$ cat src/rtl/mem_arbiter.sv
// rtl/mem_arbiter.sv - fetch/data memory-port arbiter with a fixed-latency access FSM.
// Round-robin arbitration between simultaneous requests is enabled by defining MEM_ARBITER_RR_EN.
module mem_arbiter #(
  parameter int ADDR_W      = 10,
  parameter int WAIT_CYCLES = 1
) (
  input  logic              clk,
  input  logic              rst,
  input  logic              if_req,
  input  logic [ADDR_W-1:0] if_addr,
  output logic              if_ack,
  output logic [31:0]       if_rdata,
  input  logic              d_req,
  input  logic [ADDR_W-1:0] d_addr,
  input  logic              d_wren,
  input  logic [1:0]        d_width,
  input  logic              d_sign,
  input  logic [31:0]       d_wdata,
  output logic              d_ack,
  output logic [31:0]       d_rdata,
  output logic [ADDR_W-1:0] mem_addr,
  output logic              mem_wren,
  output logic [1:0]        mem_width,
  output logic              mem_sign,
  output logic [31:0]       mem_wdata,
  input  logic [31:0]       mem_rdata,
  output logic              busy,
  output logic              grant_d
);

  typedef enum logic [1:0] {IDLE, ACCESS, DONE} state_t;

  localparam logic [3:0] CNT_INIT = 4'(WAIT_CYCLES - 1);

  state_t     state;
  logic [3:0] cnt;
  logic       pick_d;
  logic       any_req;

  assign any_req = if_req | d_req;

`ifdef MEM_ARBITER_RR_EN
  // last_owner: 1 = data port was granted last; reset favours fetch on the first tie.
  logic last_owner;

  assign pick_d = d_req & (~if_req | ~last_owner);

  always_ff @(posedge clk or negedge rst) begin
    if (!rst)
      last_owner <= 1'b1;
    else if (state == IDLE && any_req)
      last_owner <= pick_d;
  end
`else
  assign pick_d = d_req;
`endif

  always_ff @(posedge clk or negedge rst) begin
    if (!rst) begin
      state     <= IDLE;
      cnt       <= 4'd0;
      busy      <= 1'b0;
      grant_d   <= 1'b0;
      if_ack    <= 1'b0;
      d_ack     <= 1'b0;
      if_rdata  <= 32'd0;
      d_rdata   <= 32'd0;
      mem_addr  <= '0;
      mem_wren  <= 1'b0;
      mem_width <= 2'b00;
      mem_sign  <= 1'b0;
      mem_wdata <= 32'd0;
    end else begin
      case (state)
        IDLE: begin
          if (any_req) begin
            state   <= ACCESS;
            busy    <= 1'b1;
            grant_d <= pick_d;
            cnt     <= CNT_INIT;
            if (pick_d) begin
              mem_addr  <= d_addr;
              mem_wren  <= d_wren;
              mem_width <= d_width;
              mem_sign  <= d_sign;
              mem_wdata <= d_wdata;
            end else begin
              mem_addr  <= if_addr;
              mem_wren  <= 1'b0;
              mem_width <= 2'b10;
              mem_sign  <= 1'b0;
              mem_wdata <= 32'd0;
            end
          end
        end
        ACCESS: begin
          // The write strobe covers only the first access cycle of a store.
          mem_wren <= 1'b0;
          if (cnt == 4'd0) begin
            state <= DONE;
            if (grant_d) begin
              d_rdata <= mem_rdata;
              d_ack   <= 1'b1;
            end else begin
              if_rdata <= mem_rdata;
              if_ack   <= 1'b1;
            end
          end else begin
            cnt <= cnt - 4'd1;
          end
        end
        DONE: begin
          state  <= IDLE;
          busy   <= 1'b0;
          if_ack <= 1'b0;
          d_ack  <= 1'b0;
        end
        default: begin
          state <= IDLE;
          busy  <= 1'b0;
        end
      endcase
    end
  end

endmodule

$ cat config.mk
export PLATFORM = sky130hd
export DESIGN_NAME = mem_arbiter
export DESIGN_NICKNAME = d
export VERILOG_FILES = /design/src/rtl/mem_arbiter.sv
export SDC_FILE = /design/constraint.sdc
export NUM_CORES = 1
export LEC_CHECK = 0
export CORE_UTILIZATION = 45
export CTS_CLUSTER_SIZE = 30
export DETAILED_ROUTE_END_ITERATION = 6
export PLACE_DENSITY = 0.85
export SYNTH_ARGS = -nofsm -noshare
export SYNTH_HDL_FRONTEND = slang
export SYNTH_SLANG_ARGS = --single-unit
$ cat constraint.sdc
create_clock -name clk -period 3.5 [get_ports clk]
set_input_delay 0.7 -clock clk [delete_from_list [all_inputs] [get_ports clk]]
set_output_delay 0.7 -clock clk [all_outputs]
set_load 0.05 [all_outputs]
# --- After elaboration in Yosys (flattened, before gate mapping) ---
# Cells that the tools add are included.
op_classes:
  eq_ne: 7
  muxes: 21
  n_addsub: 1
  reduce_logical: 13
  bitwise_logic: 3
op_table:
  columns: ["operator", "count"]
  rows:
  - ["32-bit 2-to-1 mux", 1]
  - ["3-bit AND reduction", 5]
  - ["10-bit 2-to-1 mux", 1]
  - ["2-bit != test, second input constant", 5]
  - ["1-bit 2-to-1 mux", 8]
  - ["4-bit 2-to-1 mux", 2]
  - ["1-bit case mux with 2 select lines", 4]
  - ["4-bit case mux with 2 select lines", 1]
  - ["2-bit AND reduction", 4]
  - ["2-bit 2-to-1 mux", 3]
  - ["4-bit zero test", 1]
  - ["2-bit case mux with 2 select lines", 1]
  - ["2-bit nonzero test", 2]
  - ["4-bit by 1-bit subtractor with 4-bit output, second input constant", 1]
  - ["2-bit by 1-bit == test with 1-bit output, second input constant", 1]
  - ["2-bit == test, second input constant", 1]
  - ["2-bit zero test", 1]
  - ["1-bit NOT", 2]
  - ["1-bit OR", 1]
word_totals:
  word_cells: 58
  register_bits: 120
  in_bits: 92
  output_inout_bits: 114

# --- Logic depth before layout (Yosys ltp) ---
depth:
  ltp_word: 3
  depth_mapped: 5
  mapped_depth_nobuf: 5

# --- Least setup slack after synthesis ---
# No wires, ideal clock.
synth_timing:
  path_type: "register to register"
  from: "reg grant_d"
  to: "reg if_rdata[0]"
  path_stages_with_launch: 4
  path_slack_ns: 1.929
  t_required_ns: 3.372
  arrival_time_ns: 1.443
  period_less_slack_ns: 1.571
  n_path_buf: 1
  setup_ns: 0.128
  path_cell_list: "dfrtp_1 > nand4b_4 > buf_4 > mux2_1"
synth_via:
  elab_chain_len: 2
synth_lines:
  columns: ["item", "line", "source"]
  rows:
  - ["from (decl)", "28", "output logic grant_d"]
  - ["from (signal assigned)", "79", "grant_d <= pick_d;"]
  - ["1-bit NOT (no line)", null, null]
  - ["3-bit AND reduction (no line)", null, null]
  - ["to (signal assigned)", "105", "if_rdata <= mem_rdata;"]
  - ["to (decl)", "12", "output logic [31:0] if_rdata,"]
# Every way passes these cells.
# A chain may end at the register's enable or synchronous reset.

# --- Worst setup path after layout ---
layout_timing:
  from: "reg grant_d"
  to: "out grant_d"
# No word-level cell between the ends.

==> results.md <==
- Synthesized instance count: 312
- Area Overhead vs Synth: 60.0%
- Crit path capture type: output pin
- Clock Skew: 0.00853 ns
- Layout fillers: 609
- CP max stage cell: clkdlybuf4s50_1
- Async set-reset flop share out of synthesis: 100%
- Max Transition Viols Final: 0
- Vias in the first global route: 3448
- Worst-path clk slew: 0.05 ns
- Maximum clock frequency: 398 MHz
- Critical Path RT: 2.80 ns
- WS Path Type: reg2out
- Mapped Nets: 406
- Drt pass-1 iters: 6
- DRC violations left: 0
- Core Area: 9860 um^2
- DR vias/cell: 5.13
- # setup viols final: 0
- H-tree depth: 4
- Via count: 3420
- Die X: 103 um
- Main combinational cell family by area after synthesis: multiplexers
- WL per Instance: 17.1 um
- Maximum fanout along the worst path: 4
- Largest net degree at the start of global routing: 63
- Status: completed
- Netlist Area Pre-Place: 4640 um^2
- Fin crit period: 2.51 ns
- Critical path's largest stage delay: 0.86 ns
- Initial Utilization: 47.0%
- Complex-gate fraction of the synthesized area: 10.6%
- Antenna fix cells: 0
- Buf+Inv Stages, Crit Path: 1
- Yosys reg bits: 120
- Post-CTS Setup Inserts: 0
- Worst setup SP type: register
- Global route overflow: 0
- Critical Path AT: 1.81 ns
- Synth warn: 0
- Delay-heaviest family, CP: buffers and inverters
- MaxCap Viol Count: 0
- Iteration-0 DRC Markers: 54
- Setup TNS: 0 ns
- FF+latch area: 3000 um^2
- Placer Congestion: 0.722
- Adder-cell share of the synthesized area: 0.540%
- CTS root buffer: clkbuf_8
- Post-synth EDFFs: 0
- Die H: 103 um
- CP Cell Sequence: clkdlybuf4s50_1
- Synth top area cells: dfrtp_1 65%, mux2_1 16%, a22o_1 6.4%
- Post-synthesis sequential area ratio: 64.8%
- I/O Buffers: 205
- Die ar.: 10700 um^2
- Std-Cell Rows: 36
- Post-DP HPWL: 7990 um
- Multi-input combinational cell area: 1520 um^2
- Share of cells above drive strength 1: 7.49%
- Top FF cell, synth: dfrtp_1
- Top cells by count, synth: 120 x dfrtp_1, 64 x mux2_1, 34 x a22o_1
- Nets@finish: 615
- CP Depth: 1
- Mux share of post-synthesis cell area: 17.7%
- Hold bufs inserted after CTS: 0
- Synth cell types: 33
- CTS max path bufs: 2
- Worst min path class: in2async
- Slew HR: 50.1%
- Top Ports: 206
- Mapped Avg Cell Area: 14.9 um^2
- Routed Antenna Nets: 0
- Simple-gate share of the synthesized area: 3.70%
- R2r worst-path depth: 4
- RSZ-0062 raised after global routing: no
- CTS Sinks: 120
- Crit share post-route: 71.8%
- Cell with the most instances after synthesis: dfrtp_1
- GRT Resource Usage Total: 21.8%
- XOR/XNOR Fraction of Synth Area: 0%
- CTS buffer count: 17
- TritonCTS clock tree: yes
- First-pass GRT wire length: 17200 um
- Area leader, netlist: dfrtp_1
- Actual slew at the worst max-slew pin: 0.749 ns
- Initial antenna violation count: 0
- Clk_lat worst skew: 0.51 ns
- Share of the synthesized area in the top cell type: 64.8%
- CTS resizes: 0
- Final wirelength: 11400 um
- Final Hold Vio Count: 0
-- registers in the layout, summed over array words and instances, names as in the netlist --
register	count
d_rdata	32
mem_addr	10
grant_d	1
mem_wdata	32
d_ack	1
if_ack	1
state	2
cnt	4
if_rdata	32
mem_wren	1
mem_sign	1
mem_width	2
busy	1
-- cell usage in the layout (no fill, tap or decap), types with 6 or more instances in the layout --
master,synthesis,final
o21ai_0,12,12
mux2i_1,10,10
a22o_1,34,34
dfrtp_1,120,120
inv_1,6,6
clkbuf_16,0,16
o21ai_1,12,11
clkdlybuf4s50_1,0,204
nand2_1,6,6
mux2_1,64,64
-- logic make-up after synthesis --
kind of cell | after synthesis
simple gates | 24
fa+ha+maj | 2
compound gates | 67
flops | 120
buf+inv | 25
mux | 74
-- layer usage --
metal | routed length [um] | vias to the layer above | GRT usage, %
li1 | - | 1565 | -
met1 | 4580 | 1679 | 25.4
met2 | 5590 | 162 | 36.4
met3 | 1090 | 14 | 7.59
met4 | 175 | 0 | 9.86
met5 | 0 | - | 0
-- metrics by stage --
| stage | area (um^2) | hold slack (ns) | instances | util, % | setup slack (ns) |
|---|---|---|---|---|---|
| final | 7420 | 0.239 | 667 | 75.2 | 0.985 |
| after global routing | 7420 | 0.296 | 667 | 75.2 | 0.916 |
| after CTS | 7420 | 0.256 | 667 | 75.2 | 0.946 |
| after detailed placement | 6800 | 0.480 | 635 | 69.0 | 1.08 |
| after global placement | 6800 | 0.461 | 635 | 69.0 | 1.16 |
| after floorplan | 4640 | 0.404 | 312 | - | 1.93 |
-- final cells by class --
type                       instances  share of cell area [%]
multi-input combinational        167                    20.5
timing repair buffer             209                    28.2
clock inverter                     8                    1.92
clock buffer                      24                    6.34
inverter                           6                   0.304
tap                              133                    2.24
sequential                       120                    40.5
-- final timing paths --
path,start,slack [ns],to
setup / recovery,grant_d$_DFFE_PN0P_,0.99,grant_d
hold / removal,rst,0.24,d_rdata[10]$_DFFE_PN0P_
setup reg to reg,cnt[0]$_DFFE_PN0P_,1.43,if_rdata[3]$_DFFE_PN0P_
hold reg to reg,if_rdata[1]$_DFFE_PN0P_,0.49,if_rdata[1]$_DFFE_PN0P_
max in group asynchronous,rst,2.45,d_rdata[15]$_DFFE_PN0P_
min in group clk,if_rdata[1]$_DFFE_PN0P_,0.49,if_rdata[1]$_DFFE_PN0P_
Power is not shown: default switching activity piles up to over one toggle a cycle in this logic, so the estimate is an artifact.
